$ cat config.mk
export PLATFORM = sky130hd
export DESIGN_NAME = store_buffer_mq
export DESIGN_NICKNAME = d
export VERILOG_FILES = /design/src/rtl/store_buffer_mq.sv
export SDC_FILE = /design/constraint.sdc
export NUM_CORES = 2
export LEC_CHECK = 0
export CAP_MARGIN = 10
export CORE_MARGIN = 4
export CORE_UTILIZATION = 45
export DETAILED_ROUTE_END_ITERATION = 8
export DONT_BUFFER_PORTS = 1
export PLACE_DENSITY = 0.62
export SETUP_SLACK_MARGIN = 0.05
export SYNTH_ARGS = -nofsm -noshare
export SYNTH_HDL_FRONTEND = slang
export SYNTH_SLANG_ARGS = --single-unit
$ cat constraint.sdc
create_clock -name clock -period 6.23 [get_ports clock]
set_input_delay 1.246 -clock clock [delete_from_list [all_inputs] [get_ports clock]]
set_output_delay 1.246 -clock clock [all_outputs]
set_load 0.05 [all_outputs]
$ cat src/rtl/store_buffer_mq.sv
// store_buffer_mq: circular store buffer between the MEM stage and the data cache.
// It holds committed stores with per-byte strobes and forwards bytes to loads.
// A drain request starts when occupancy reaches DRAIN_THRESHOLD.
// The head entry drains through a valid/ready handshake.
// An exception flush discards every entry.
// Optional build macro: SB_COALESCE_EN. When it is defined, a store to the same
// word as the youngest entry merges into that entry.
module store_buffer_mq #(
  parameter int ENTRY_COUNT     = 8,
  parameter int ADDR_W          = 32,
  parameter int DATA_W          = 32,
  parameter int DRAIN_THRESHOLD = 6
) (
  input  logic                               clock,
  input  logic                               reset,
  input  logic                               enq_valid,
  output logic                               enq_ready,
  input  logic [ADDR_W-1:0]                  enq_addr,
  input  logic [DATA_W-1:0]                  enq_data,
  input  logic [DATA_W/8-1:0]                enq_wstrb,
  output logic                               deq_valid,
  input  logic                               deq_ready,
  output logic [ADDR_W-1:0]                  deq_addr,
  output logic [DATA_W-1:0]                  deq_data,
  output logic [DATA_W/8-1:0]                deq_wstrb,
  input  logic                               drain_req,
  input  logic [ADDR_W-1:0]                  ld_addr,
  output logic [DATA_W-1:0]                  ld_data,
  output logic [DATA_W/8-1:0]                ld_hit_mask,
  input  logic                               flush,
  output logic                               force_drain,
  output logic [$clog2(ENTRY_COUNT+1)-1:0]   count,
  output logic                               full,
  output logic                               empty
);

  localparam int                BYTES    = DATA_W / 8;
  localparam int                PTR_W    = (ENTRY_COUNT > 1) ? $clog2(ENTRY_COUNT) : 1;
  localparam int                CNT_W    = $clog2(ENTRY_COUNT + 1);
  localparam logic [ADDR_W-1:0] OFS_MASK = ADDR_W'(BYTES - 1);
  localparam logic [CNT_W-1:0]  FULL_CNT = CNT_W'(ENTRY_COUNT);
  localparam logic [CNT_W-1:0]  THR_CNT  = CNT_W'(DRAIN_THRESHOLD);

  // Clear the byte-offset bits so the address names a whole word.
  function automatic logic [ADDR_W-1:0] word_align(input logic [ADDR_W-1:0] a);
    return a & ~OFS_MASK;
  endfunction

  // Expand each byte strobe bit into a full byte of mask.
  function automatic logic [DATA_W-1:0] strb_to_mask(input logic [BYTES-1:0] s);
    logic [DATA_W-1:0] m;
    m = '0;
    for (int b = 0; b < BYTES; b++) begin
      m[8*b +: 8] = {8{s[b]}};
    end
    return m;
  endfunction

  // Entry state. The valid bits and pointers are control and take the reset.
  // The payload arrays do not take the reset.
  logic [ENTRY_COUNT-1:0] r_valid;
  logic [ADDR_W-1:0]      r_addr  [ENTRY_COUNT];
  logic [DATA_W-1:0]      r_data  [ENTRY_COUNT];
  logic [BYTES-1:0]       r_wstrb [ENTRY_COUNT];
  logic [PTR_W-1:0]       r_head;
  logic [PTR_W-1:0]       r_tail;
  logic [CNT_W-1:0]       r_count;

  logic [ADDR_W-1:0]      w_enq_waddr;
  logic [ADDR_W-1:0]      w_ld_waddr;
  logic [DATA_W-1:0]      w_enq_mask;
  logic [PTR_W-1:0]       w_young;
  logic [PTR_W-1:0]       w_fwd_idx;
  logic                   w_full;
  logic                   w_empty;
  logic                   w_deq_fire;
  logic                   w_enq_fire;
  logic                   w_has_bytes;
  logic                   w_merge_ok;
  logic                   w_merge;
  logic                   w_alloc;

  assign w_enq_waddr = word_align(enq_addr);
  assign w_ld_waddr  = word_align(ld_addr);
  assign w_enq_mask  = strb_to_mask(enq_wstrb);
  assign w_young     = r_tail - PTR_W'(1);

  // Status is decoded from the count register alone.
  // Full and empty are told apart only by count, because the pointers alias.
  assign w_full      = (r_count == FULL_CNT);
  assign w_empty     = (r_count == '0);
  assign full        = w_full;
  assign empty       = w_empty;
  assign count       = r_count;
  assign force_drain = (r_count >= THR_CNT);

  // Drain: offer the head when the cache is idle or occupancy forces it.
  assign deq_valid  = !w_empty && (drain_req || force_drain);
  assign w_deq_fire = deq_valid && deq_ready;
  assign deq_addr   = w_empty ? '0 : r_addr[r_head];
  assign deq_data   = w_empty ? '0 : r_data[r_head];
  assign deq_wstrb  = w_empty ? '0 : r_wstrb[r_head];

`ifdef SB_COALESCE_EN
  // A store may merge into the youngest entry when the word matches.
  // Merging is blocked when that entry is the head leaving this cycle.
  assign w_merge_ok = !w_empty && r_valid[w_young] &&
                      (r_addr[w_young] == w_enq_waddr) &&
                      !((w_young == r_head) && w_deq_fire);
  assign enq_ready  = !w_full || w_merge_ok;
`else
  assign w_merge_ok = 1'b0;
  assign enq_ready  = !w_full;
`endif

  // An accepted store with no bytes enabled is dropped without allocating.
  assign w_enq_fire  = enq_valid && enq_ready;
  assign w_has_bytes = |enq_wstrb;
  assign w_merge     = w_enq_fire && w_has_bytes && w_merge_ok;
  assign w_alloc     = w_enq_fire && w_has_bytes && !w_merge_ok;

  // Control state: valid bits, pointers and occupancy. A flush wins over a same-cycle enqueue or dequeue.
  always_ff @(posedge clock or posedge reset) begin
    if (reset) begin
      r_valid <= '0;
      r_head  <= '0;
      r_tail  <= '0;
      r_count <= '0;
    end else if (flush) begin
      r_valid <= '0;
      r_head  <= '0;
      r_tail  <= '0;
      r_count <= '0;
    end else begin
      if (w_deq_fire) begin
        r_valid[r_head] <= 1'b0;
        r_head          <= r_head + PTR_W'(1);
      end
      if (w_alloc) begin
        r_valid[r_tail] <= 1'b1;
        r_tail          <= r_tail + PTR_W'(1);
      end
      r_count <= r_count + CNT_W'(w_alloc) - CNT_W'(w_deq_fire);
    end
  end

  // Payload writes: a new entry stores only its strobed bytes; a merge overlays them onto the youngest entry.
  always_ff @(posedge clock) begin
    if (!flush) begin
      if (w_alloc) begin
        r_addr[r_tail]  <= w_enq_waddr;
        r_data[r_tail]  <= enq_data & w_enq_mask;
        r_wstrb[r_tail] <= enq_wstrb;
      end
      if (w_merge) begin
        r_data[w_young]  <= (r_data[w_young] & ~w_enq_mask) | (enq_data & w_enq_mask);
        r_wstrb[w_young] <= r_wstrb[w_young] | enq_wstrb;
      end
    end
  end

  // Load forwarding: walk entries from oldest to youngest so the youngest matching byte wins.
  always_comb begin
    ld_data     = '0;
    ld_hit_mask = '0;
    w_fwd_idx   = r_head;
    for (int i = 0; i < ENTRY_COUNT; i++) begin
      w_fwd_idx = r_head + PTR_W'(i);
      if (r_valid[w_fwd_idx] && (r_addr[w_fwd_idx] == w_ld_waddr)) begin
        for (int b = 0; b < BYTES; b++) begin
          if (r_wstrb[w_fwd_idx][b]) begin
            ld_data[8*b +: 8] = r_data[w_fwd_idx][8*b +: 8];
            ld_hit_mask[b]    = 1'b1;
          end
        end
      end
    end
  end

endmodule

==> results.yml <==
grt:
  grtUsageTotal: 0.339
  overflow: 0
  grt_max_degree: 150
  first_global_vias: 39200
  grt_first_pass_wirelength_um: 288000
  antenna_found_initial: 14
worst_setup_path:
  cp_common_cell: "buf_12"
  cp-endpoint: "ld_data[4]"
  r2r_cells: 7
  max_stage_delay_ns: 0.56
  path_max_fanout: 6
  arrival_ns: 5.27
  rr_endpoint: "r_addr[4][23]"
  path_cells: "clkinvlp_4 > ha_4 > buf_12 > buf_8 > mux4_2 > xnor2_4 > nand4b_1 > a222oi_1 > nand4_1 > a221o_4 > o22ai_4 > a311oi_1 > o32a_2 > buf_12"
  crit_required_ns: 4.98
  startpoint: "r_head[1]"
  cp-end-kind: "output port"
  crit_path_top_delay_cell: "mux4_2"
  r2r_slack_ns: 2.02
  start_kind: "register"
  crit_type: "register to output port"
  r2r_start: "count[2]"
drt:
  viasPerCell: 7.61
  wl_um: 207000
  routed-via-count: 42200
  postRouteAntennaNets: 0
  dr.pass1.iters: 6
  drt_first_iter_violations: 6753
  remaining_drc_errors: 0
  wl_per_cell_um: 37.3
die:
  die_h_um: 340
  core_area_mm2: 0.109
  fp-row-count: 121
  io_pins: 219
  die_w_um: 340
  dieArea_mm2: 0.115
  start_util: 0.454
logic_synthesis:
  ys_types: 115
  synth-seq-cells: 546
  synth_top_area_share: 0.320
  synth_top_family_by_area: "multiplexers"
  synthMuxAreaShare: 0.372
  synth_edf_count: 528
  syn_avg_cell_area_um2: 12.6
  synth-simple-area-share: 0.107
  yosysWarnings: 0
  synth_compound_area_frac: 0.104
  synth_flop_cell: "edfxtp_1"
  ys_seq_area_frac: 0.329
  netlist_area_mm2: 0.0495
  synth_xor_area_frac: 0.0297
  ys_async_sr_fraction: 0.0330
  synthCells: 3940
  synthAdderAreaFrac: 0.00394
  yosysTopAreaCell: "edfxtp_1"
  yosys-top-cells-area: "edfxtp_1, mux4_2, mux2i_1"
sta:
  fin_skew_ns: 0.0475
  relSlewSlack: 0.231
  slew_viol_final: 0
  rsz0062_at_grt: "true"
  min_period_over_period: 1.05
  hold_viol: 0
  tightest_slew_ns: 1.15
  fin_ws_ns: -0.283
  max_clock_freq_mhz: 154
  setup_viol: 33
  holdWs_ns: 0.577
  period_needed_ns: 6.51
cts:
  clockBufferDepth: 3
  numCtsBuffers: 60
  clock_sinks: 546
  htreeDepth: 2
  clock_latency_ns: 0.71
  cts_tree: "done"
  hold_buffers: 0
  clkTransAtPathRegs_ns: 0.06
  clockRootBuffer: "clkbuf_16"
power_and_ir_drop:
  p_int_mw: 11.6
  leakagePower_nw: 18.6
  p_per_area_mw_per_mm2: 369
  ir_drop_uv: 597
  switching_share: 0.457
  clkPwrFrac: 0.177
  p_comb_frac: 0.620
  p_sw_mw: 9.79
  fin_total_pwr_mw: 21.4
  seqPwrFrac: 0.203
place:
  gp_congestion: 1.05
  portBuffers: 0
  hpwl_um: 139000
  place_ws_ns: 0.0731
finish:
  drive_gt1_frac: 0.364
  final_cell_mix: "mux4_2, edfxtp_1, mux2i_1"
  final.fill_count: 9148
  syn2layout_area_growth_pct: 17.4
  final_common_cell: "mux4_2"
  fin_nets: 4193
hold_path:
  min_path_type: "input pin to asynchronous set/reset pin"
status:
  violations: "setup timing"
  status: "finished with violations"
run:
  maxCapViolCount: 0
synth_stat cells, types with 21 or more instances:
cell      number
xnor2_1      147
and3_1        22
buf_4         66
a21boi_0      27
o21ai_0       46
o22ai_1       45
and2_1        54
mux4_1        31
o31ai_1       56
o32a_1        34
a311oi_1      26
o211ai_1      45
a22oi_1       48
buf_2        120
nand4_1      104
nand3b_1      50
inv_1         40
clkbuf_1     103
buf_6         34
nand2_1      240
mux2i_1      458
a21oi_1       88
mux2_2        93
nor3_1       131
o211a_1       21
mux4_2       532
or3_1         23
buf_1         33
edfxtp_1     528
nor2_1       150
and4_1        45
nand3_1       48
nor2b_1       21
metrics by stage:
stage	utilization	instance area, µm²	instances	TNS (ns)
3_5_place_dp	0.485	52900	5310	0
3_3_place_gp	0.485	52900	5310	0
4_1_cts	0.520	56700	5488	-3.87
5_1_grt	0.533	58100	5541	-6.92
6_report	0.533	58100	5547	-6.81
2_1_floorplan	-	49800	3941	-1.64
repair_timing:
item	CTS	global route
endpoints found under the setup margin	36	36
gates cloned	11	13
buffers inserted	53	37
pin swaps	53	27
gates resized for setup	182	144
critical path: cells and delay by family (launching register included):
family / cells / cell delay, ns
AND/OR/NAND/NOR: 2 / 0.43
AO/OA/AOI/OAI: 5 / 1.89
buffers and inverters: 4 / 0.60
multiplexers: 1 / 0.56
adder cells (fa/ha/maj): 1 / 0.33
XOR/XNOR: 1 / 0.29
flip-flops: 1 / 0.45
worst min-delay path by stage:
stage                            end       start  cells after the start  slack, ns
final                       count[0]       reset                      1       0.58
after CTS                   count[0]       reset                      1       0.56
after floorplan           r_valid[5]  r_valid[5]                      1       0.53
after global routing        count[3]       flush                      1       0.57
after global placement    r_valid[5]  r_valid[5]                      1       0.56
after detailed placement  r_valid[3]  r_valid[3]                      1       0.57
cell families (layout without fill, tap and decap cells):
kind of cell,count (synthesis),count (layout)
muxes,1114,1114
and+or+nand+nor,984,984
AOI/OAI and AO/OA,674,677
DFF,546,546
buffers and inverters,443,623
xor gates and xnor gates,163,163
adders and majority gates,15,15
other,1,11
routing by layer:
layer | global-route usage | wire length, µm | vias to the layer above
met4 | 0.133 | 11300 | 4
met2 | 0.505 | 89800 | 3371
met3 | 0.0902 | 28000 | 608
li1 | - | - | 16700
met1 | 0.475 | 77700 | 21500
met5 | 0 | 27 | -
power by group through the flow:
stage / clock network [mW] / logic [mW] / registers, mW
final: 3.79 / 13.3 / 4.35
after global routing: 4.00 / 13.7 / 4.36
after CTS: 3.84 / 12.5 / 4.35
after detailed placement: 0 / 11.8 / 4.43
after global placement: 0 / 11.8 / 4.42
after floorplan: 0 / 8.58 / 4.37
layout make-up:
type,instances,area (µm²),share of cell area
multi-input cells,2955,32300,0.557
flip-flops and latches,546,16300,0.281
repair buffers,448,5330,0.0917
well taps,1414,1770,0.0305
clock buffers,65,1520,0.0262
clock inverters,49,569,0.00980
inverters,61,238,0.00409
diodes,9,22.5,0.000388
registers in the layout, summed over array words and instances, names as in the netlist:
register,cells
r_valid,8
r_tail,3
r_data,256
r_addr,240
r_wstrb,32
r_head,3
count,4
Power figures use the tool's default switching activity.
